[config.mk]
export PLATFORM = sky130hd
export DESIGN_NAME = instruction_memory
export DESIGN_NICKNAME = d
export VERILOG_FILES = /design/src/rtl/instruction_memory_pkg.sv /design/src/rtl/instruction_memory_ram_sp_async_read.sv /design/src/rtl/instruction_memory.sv
export SDC_FILE = /design/constraint.sdc
export NUM_CORES = 2
export LEC_CHECK = 0
export CORE_MARGIN = 2
export CORE_UTILIZATION = 46
export DETAILED_ROUTE_END_ITERATION = 10
export GPL_ROUTABILITY_DRIVEN = 0
export SLEW_MARGIN = 20
export SYNTH_ARGS = -nofsm -noshare
export SYNTH_HDL_FRONTEND = slang
export SYNTH_SLANG_ARGS = --single-unit
[constraint.sdc]
create_clock -name i_clk -period 10.4 [get_ports i_clk]
set_input_delay 3.12 -clock i_clk [delete_from_list [all_inputs] [get_ports i_clk]]
set_output_delay 3.12 -clock i_clk [all_outputs]
set_load 0.005 [all_outputs]
[src/rtl/instruction_memory_pkg.sv]
// Shared constants for the instruction memory slice: default geometry, NOP encoding
// and the zero-fill helper macro.
`ifndef INSTRUCTION_MEMORY_CLEAR
`define INSTRUCTION_MEMORY_CLEAR
`define CLEAR(width) {(width){1'b0}}
`endif

package instruction_memory_pkg;
    localparam int DEFAULT_WORD_SIZE = 32;
    localparam int DEFAULT_BYTE_SIZE = 8;
    localparam int DEFAULT_MEM_DEPTH = 64;
    localparam int BYTES_PER_WORD = 4;
    localparam logic [31:0] INSTRUCTION_NOP = 32'h0000_0000;
endpackage

[src/rtl/instruction_memory_ram_sp_async_read.sv]
// Storage array: one synchronous write port, one asynchronous read port, no reset.
module ram_sp_async_read #(
    parameter int DATA_WIDTH = 32,
    parameter int DEPTH = 64,
    parameter int ADDR_WIDTH = $clog2(DEPTH)
) (
    input  logic                  i_clk,
    input  logic                  i_write_enable,
    input  logic [ADDR_WIDTH-1:0] i_write_addr,
    input  logic [DATA_WIDTH-1:0] i_write_data,
    input  logic [ADDR_WIDTH-1:0] i_read_addr,
    output logic [DATA_WIDTH-1:0] o_read_data
);
    logic [DATA_WIDTH-1:0] mem_r [DEPTH];

    // Synchronous write port; contents persist across reset.
    always_ff @(posedge i_clk) begin
        if (i_write_enable) begin
            mem_r[i_write_addr] <= i_write_data;
        end
    end

    assign o_read_data = mem_r[i_read_addr];
endmodule

[src/rtl/instruction_memory.sv]
// Byte-serial loaded instruction memory: assembles MSB-first bytes into words and
// serves combinational fetches gated by the stored word count.
module instruction_memory
    import instruction_memory_pkg::*;
#(
    parameter int PC_SIZE = 32,
    parameter int WORD_SIZE = DEFAULT_WORD_SIZE,
    parameter int BYTE_SIZE = DEFAULT_BYTE_SIZE,
    parameter int MEM_DEPTH = DEFAULT_MEM_DEPTH
) (
    input  logic                         i_clk,
    input  logic                         i_reset,
    input  logic                         i_clear,
    input  logic                         i_write_enable,
    input  logic [BYTE_SIZE-1:0]         i_byte,
    input  logic [PC_SIZE-1:0]           i_pc,
    output logic [WORD_SIZE-1:0]         o_instruction,
    output logic [$clog2(MEM_DEPTH):0]   o_word_count,
    output logic                         o_byte_pending,
    output logic                         o_empty,
    output logic                         o_full,
    output logic                         o_overflow
);
    localparam int AW = $clog2(MEM_DEPTH);
    localparam int CW = AW + 1;
    localparam int STAGE_W = WORD_SIZE - BYTE_SIZE;
    localparam logic [1:0] LAST_BYTE = 2'(BYTES_PER_WORD - 1);
    localparam logic [CW-1:0] DEPTH_CNT = CW'(MEM_DEPTH);

    logic [CW-1:0]        wr_ptr_r;
    logic [1:0]           byte_cnt_r;
    logic [STAGE_W-1:0]   staging_r;
    logic                 overflow_r;

    logic                 full_s;
    logic                 accept_s;
    logic                 word_done_s;
    logic [WORD_SIZE-1:0] word_s;
    logic [AW-1:0]        rd_index_s;
    logic                 upper_zero_s;
    logic                 hit_s;
    logic [WORD_SIZE-1:0] rd_data_s;
    logic                 unused_pc_low_s;

    assign full_s      = (wr_ptr_r == DEPTH_CNT);
    assign accept_s    = i_write_enable && !full_s && !i_clear && !i_reset;
    assign word_done_s = accept_s && (byte_cnt_r == LAST_BYTE);
    assign word_s      = {staging_r, i_byte};

    // Load-side state: staging shift, word commit, saturating pointer, sticky overflow.
    always_ff @(posedge i_clk or posedge i_reset) begin
        if (i_reset) begin
            wr_ptr_r   <= `CLEAR(CW);
            byte_cnt_r <= 2'd0;
            staging_r  <= `CLEAR(STAGE_W);
            overflow_r <= 1'b0;
        end else if (i_clear) begin
            wr_ptr_r   <= `CLEAR(CW);
            byte_cnt_r <= 2'd0;
            staging_r  <= `CLEAR(STAGE_W);
            overflow_r <= 1'b0;
        end else begin
            if (word_done_s) begin
                wr_ptr_r   <= wr_ptr_r + CW'(1);
                byte_cnt_r <= 2'd0;
                staging_r  <= `CLEAR(STAGE_W);
            end else if (accept_s) begin
                byte_cnt_r <= byte_cnt_r + 2'd1;
                staging_r  <= {staging_r[STAGE_W-BYTE_SIZE-1:0], i_byte};
            end
            if (i_write_enable && full_s) begin
                overflow_r <= 1'b1;
            end
        end
    end

    ram_sp_async_read #(
        .DATA_WIDTH(WORD_SIZE),
        .DEPTH     (MEM_DEPTH),
        .ADDR_WIDTH(AW)
    ) u_ram (
        .i_clk         (i_clk),
        .i_write_enable(word_done_s),
        .i_write_addr  (wr_ptr_r[AW-1:0]),
        .i_write_data  (word_s),
        .i_read_addr   (rd_index_s),
        .o_read_data   (rd_data_s)
    );

    // Byte offset within the word is irrelevant to a word fetch.
    assign unused_pc_low_s = ^i_pc[1:0];
    assign rd_index_s      = i_pc[AW+1:2];
    assign upper_zero_s    = (i_pc[PC_SIZE-1:AW+2] == `CLEAR(PC_SIZE-AW-2));
    assign hit_s           = upper_zero_s && ({1'b0, rd_index_s} < wr_ptr_r);

    // Fetch path: anything outside the loaded program reads as NOP.
    always_comb begin
        o_instruction = INSTRUCTION_NOP[WORD_SIZE-1:0];
        if (hit_s) begin
            o_instruction = rd_data_s;
        end else begin
            o_instruction = INSTRUCTION_NOP[WORD_SIZE-1:0];
        end
    end

    assign o_word_count   = wr_ptr_r;
    assign o_byte_pending = (byte_cnt_r != 2'd0);
    assign o_empty        = (wr_ptr_r == `CLEAR(CW));
    assign o_full         = full_s;
    assign o_overflow     = overflow_r;
endmodule
Word level (Yosys, flattened, before mapping) --
Memory sizes are Yosys's and may differ from the RTL's. Index checks and enable logic that the tools add are counted.
Operators by class: reductions and logical operators 15, eq/ne operators 2, $add $sub $neg 2, $lt $le $gt $ge 1, multiplexer cells 13
Operators with widths (count):
- $mux W24 | 3
- $mux W32 | 1
- $logic_not A24 Y1 | 1
- $mux W7 | 2
- $add A7 B1 Y7 const B | 1
- $eq A7 B7 Y1 const B | 1
- $logic_not A7 Y1 | 1
- $lt A6 B7 Y1 | 1
- $logic_and A1 B1 Y1 | 6
- $mux W2 | 3
- $reduce_bool A2 Y1 | 3
- $mux W1 | 4
- $logic_not A1 Y1 | 3
- $reduce_bool A3 Y1 | 1
- $add A2 B1 Y2 const B | 1
- $eq A2 B2 Y1 const B | 1
Word-level totals: word-level logic and storage cells 38, memory bits (writable) 2048, output and inout port bits 43, memories 1, flip-flop bits (word level) 34
Memory list:
- u_ram.mem_r | depth 64, width 32, rd ports 1, clocked after Yosys merged registers in 0, wr ports 1, RTL line instruction_memory_ram_sp_async_read.sv:14 | logic [DATA_WIDTH-1:0] mem_r [DEPTH];

Depth between registers and ports, before layout --
depth in word-level cells 8, gate-level depth with buffers 11, depth with buffers taken out 7

By module --
A second synthesis with hierarchy kept.
Unflattened totals: cell total of the unflattened synthesis 3524, area, all modules 79862.8 µm²
Modules (own cells, without submodules):
- ram_sp_async_read | area an instance 77874.7 µm², sequential area each 61499.0 µm², times used 1, cells each 3292
- instruction_memory | area an instance 1988.2 µm², sequential area each 850.8 µm², times used 1, cells each 232

Least setup slack after synthesis --
No wires, ideal clock.
path type in2out, from input port i_pc[2], to output port o_instruction[0], stages on the path 7, setup slack 2.376 ns, data arrival time 4.904 ns, data required time 7.280 ns, buffers on the path 3, cells stage by stage buf_6 buf_12 buf_2 mux4_2 mux4_2 mux2i_1 a211oi_1
Between the ends: cells in the longest elaborated chain, start to end 3, elaborated cells on any way between the ends 4, those cells by class order compare (1); mux (1); reduce/logical (1); memory (1)
Ends and longest elaborated chain:
- from (decl) | RTL line instruction_memory.sv:16 | input logic [PC_SIZE-1:0] i_pc,
- parallel branches: the longest is 2 deep, another holds $mem_v2 Z64 W32
- $mux W32 * | RTL line instruction_memory.sv:99 | if (hit_s) begin
- to (decl) | RTL line instruction_memory.sv:17 | output logic [WORD_SIZE-1:0] o_instruction,
Every way passes the cells marked *.

Final worst setup path --
from input port i_pc[2], to output port o_instruction[27]
The elaborated chain is that of the path after synthesis.

==> metrics.txt <==
static leakage 29.3 nW; Max Slew Vio Count 0; relative slew slack 26.5%; cells on worst reg2reg path 5; Max Cap Violations 0; CTS buffer count 208; most frequent cells in the layout edfxtp_1 (2048), mux4_2 (506), clkbuf_16 (212); area grow syn2layout 14.3%; top_reg_cell synth edfxtp_1; CP most frequent cell mux4_2; global-route wire length before repair 302 mm; skew final 0.0236 ns; First-pass DRT Iterations 6; Post-synth ARST share 1.63%; library cells used by synthesis 63; # IOs 87; WHS Endpoint o_overflow; Ys Warns 0; initial antenna violation count 3; Worst Hold Class flop to flop; vias per cell 6.18; CTS Sinks 2082; Residual DRC 0; final hold viol count 0; crit-path cells buf_8 > buf_12 > buf_4 > mux4_2 > mux4_2 > o22ai_1 > a311oi_1 > clkdlybuf4s50_1; largest net degree at the start of global routing 77; CTS tree built; power after layout 17.2 mW; CP Data Required Time 7.28 ns; CP Buf/Inv Count 4; die area 0.178 mm²; FF-to-FF End u_ram.mem_r[5][22]; synthesized area per cell 22.8 µm²; starting density of the core 46.2%; DIE WIDTH 422 µm; final setup TNS 0 ns; kind of cell adding the most delay to the critical path buffers and inverters; critical path class input port to output port; worst stage delay on the critical path 0.56 ns; Final period util 93.3%; routed wire length 218 mm; depth of the CTS H-tree 4; post-synthesis cell count 3525; Reg2Reg Launch Point o_word_count[4]; iteration-0 DRC count of the detailed router 4740; final hold slack 0.505 ns; antenna-violating nets left 0; Nets 3889; FP Rows 153; Detailed Place HPWL 120 mm; CTS clock-pin slew for the worst setup and hold paths 0.06 ns; status finished, final reports clean; Congestion Overflow GR 0; via count of the first global-routing pass 39100; commonest non-fill, non-tap cell in the layout edfxtp_1; hold path startpoint o_overflow; critical path's slowest cell o22ai_1; RSZ-0062 raised after global routing false; startpoint types input port; pwr dens 188 mW/mm²; peak supply drop 0.183 mV; Clk Latency, worst-skew pair 0.83 ns; CTS Buffer Depth 3; post-layout minimum cycle time 9.70 ns; Vias 39200; final setup violation count 0; postcts setup bufs 0; Seq cells post-synth 2082; CP Max Fanout 45; Core Region 0.174 mm²; GRT Total Usage 24.4%; worst slew pin tran 1.10 ns; Root Buffer clkbuf_16; number of synthesized flops with an enable pin 2048; Finished Core Util 52.9%; DR WL/cell 34.4 µm; endpoint class of the critical path output port; Synth Net Count 3578; WHS Path Cells 2; post-CTS resize count 0; reg2reg setup slack 6.05 ns; die height 422 µm; FMAX 0.103 GHz; CP arrival 6.58 ns; Hold Buf Count CTS 0; IO buf count 84; layout cells sized above 1 28.1%; Post-Syn Area 0.0803 mm²; Seq/Total Area, Yosys 77.7%
[cell type report]
class | count | area (µm²)
Tap cell | 2325 | 2910
Fill cell | 13400 | 81900
Multi-Input combinational cell | 1234 | 17100
Antenna cell | 6 | 15.0
Timing Repair Buffer | 293 | 2680
Clock buffer | 267 | 5570
Inverter | 17 | 70.1
Clock inverter | 110 | 1000
Sequential cell | 2082 | 62400
[flip-flops by register name, indices dropped and copies added (netlist names)]
name	count
u_ram.mem_r	2048
staging_r	24
o_word_count	7
byte_cnt_r	2
o_overflow	1
[kinds of logic after synthesis]
| group | after synthesis | synth area share [%] |
|---|---|---|
| mux | 654 | 16.4 |
| xor+xnor | 6 | 0.0655 |
| buf+inv | 209 | 1.65 |
| flops | 2082 | 77.7 |
| fa+ha+maj | 9 | 0.140 |
| simple gates | 278 | 1.53 |
| compound gates | 287 | 2.60 |
[layer usage]
metal,share of wire [%],up-vias,global-route usage (%)
li1,-,15700,-
met1,40,21400,34.2
met2,49,1749,39.4
met3,8.3,281,4.89
met4,2.4,0,6.35
met5,0,-,0
[worst reg2reg max path: cells and delay by family (launching register included)]
family	cells	cell delay [ns]
compound gates	1	0.50
buf+inv	1	0.56
simple gates	3	2.34
flops	1	0.57
[synthesized netlist by cell type (10+ instances only)]
| master | number | share of area [%] |
|---|---|---|
| nand2_1 | 80 | 0.37 |
| buf_2 | 56 | 0.35 |
| clkbuf_1 | 64 | 0.30 |
| buf_6 | 20 | 0.28 |
| a211oi_1 | 19 | 0.18 |
| buf_4 | 24 | 0.22 |
| o21ai_0 | 37 | 0.23 |
| inv_1 | 15 | 0.070 |
| nor2_1 | 111 | 0.52 |
| a22o_1 | 32 | 0.35 |
| mux2i_1 | 125 | 1.6 |
| buf_1 | 11 | 0.051 |
| a22oi_1 | 47 | 0.44 |
| edfxtp_1 | 2048 | 77 |
| a221oi_1 | 17 | 0.19 |
| mux4_1 | 15 | 0.49 |
| dfrtp_1 | 34 | 1.1 |
| a21oi_1 | 45 | 0.28 |
| o211ai_1 | 10 | 0.094 |
| nor3_1 | 11 | 0.069 |
| mux4_2 | 506 | 14 |
| nor2b_1 | 11 | 0.086 |
| nand3_1 | 29 | 0.18 |
| a221o_1 | 12 | 0.15 |
| o22ai_1 | 13 | 0.10 |
[how the worst max path moves through the flow]
| stage | from | endpoint | slack, ns | cells past startpoint |
|---|---|---|---|---|
| 5_1_grt | i_pc[2] | o_instruction[19] | 0.65 | 9 |
| 3_5_place_dp | i_pc[2] | o_instruction[27] | 0.76 | 8 |
| 2_1_floorplan | i_pc[2] | o_instruction[0] | 2.38 | 7 |
| 6_report | i_pc[2] | o_instruction[27] | 0.70 | 8 |
| 4_1_cts | i_pc[2] | o_instruction[27] | 0.75 | 8 |
| 3_3_place_gp | i_pc[2] | o_instruction[14] | 0.75 | 8 |
[stage by stage]
stage	setup slack, ns	area (µm²)	std cells
CTS	0.746	91700	6328
finish	0.697	91800	6334
detailed placement	0.756	85100	5951
global route	0.652	91800	6329
floorplan	2.38	80300	3525
global placement	0.749	85100	5950
[report_power, final]
group	total [mW]	leakage, nW	switching, mW	internal [mW]
clock	7.31	3.21	3.11	4.20
combinational	0.715	6.78	0.419	0.296
sequential	9.20	19.3	0.0328	9.16
total	17.2	29.3	3.56	13.7
No activity file was read; power rests on OpenSTA's default activity.
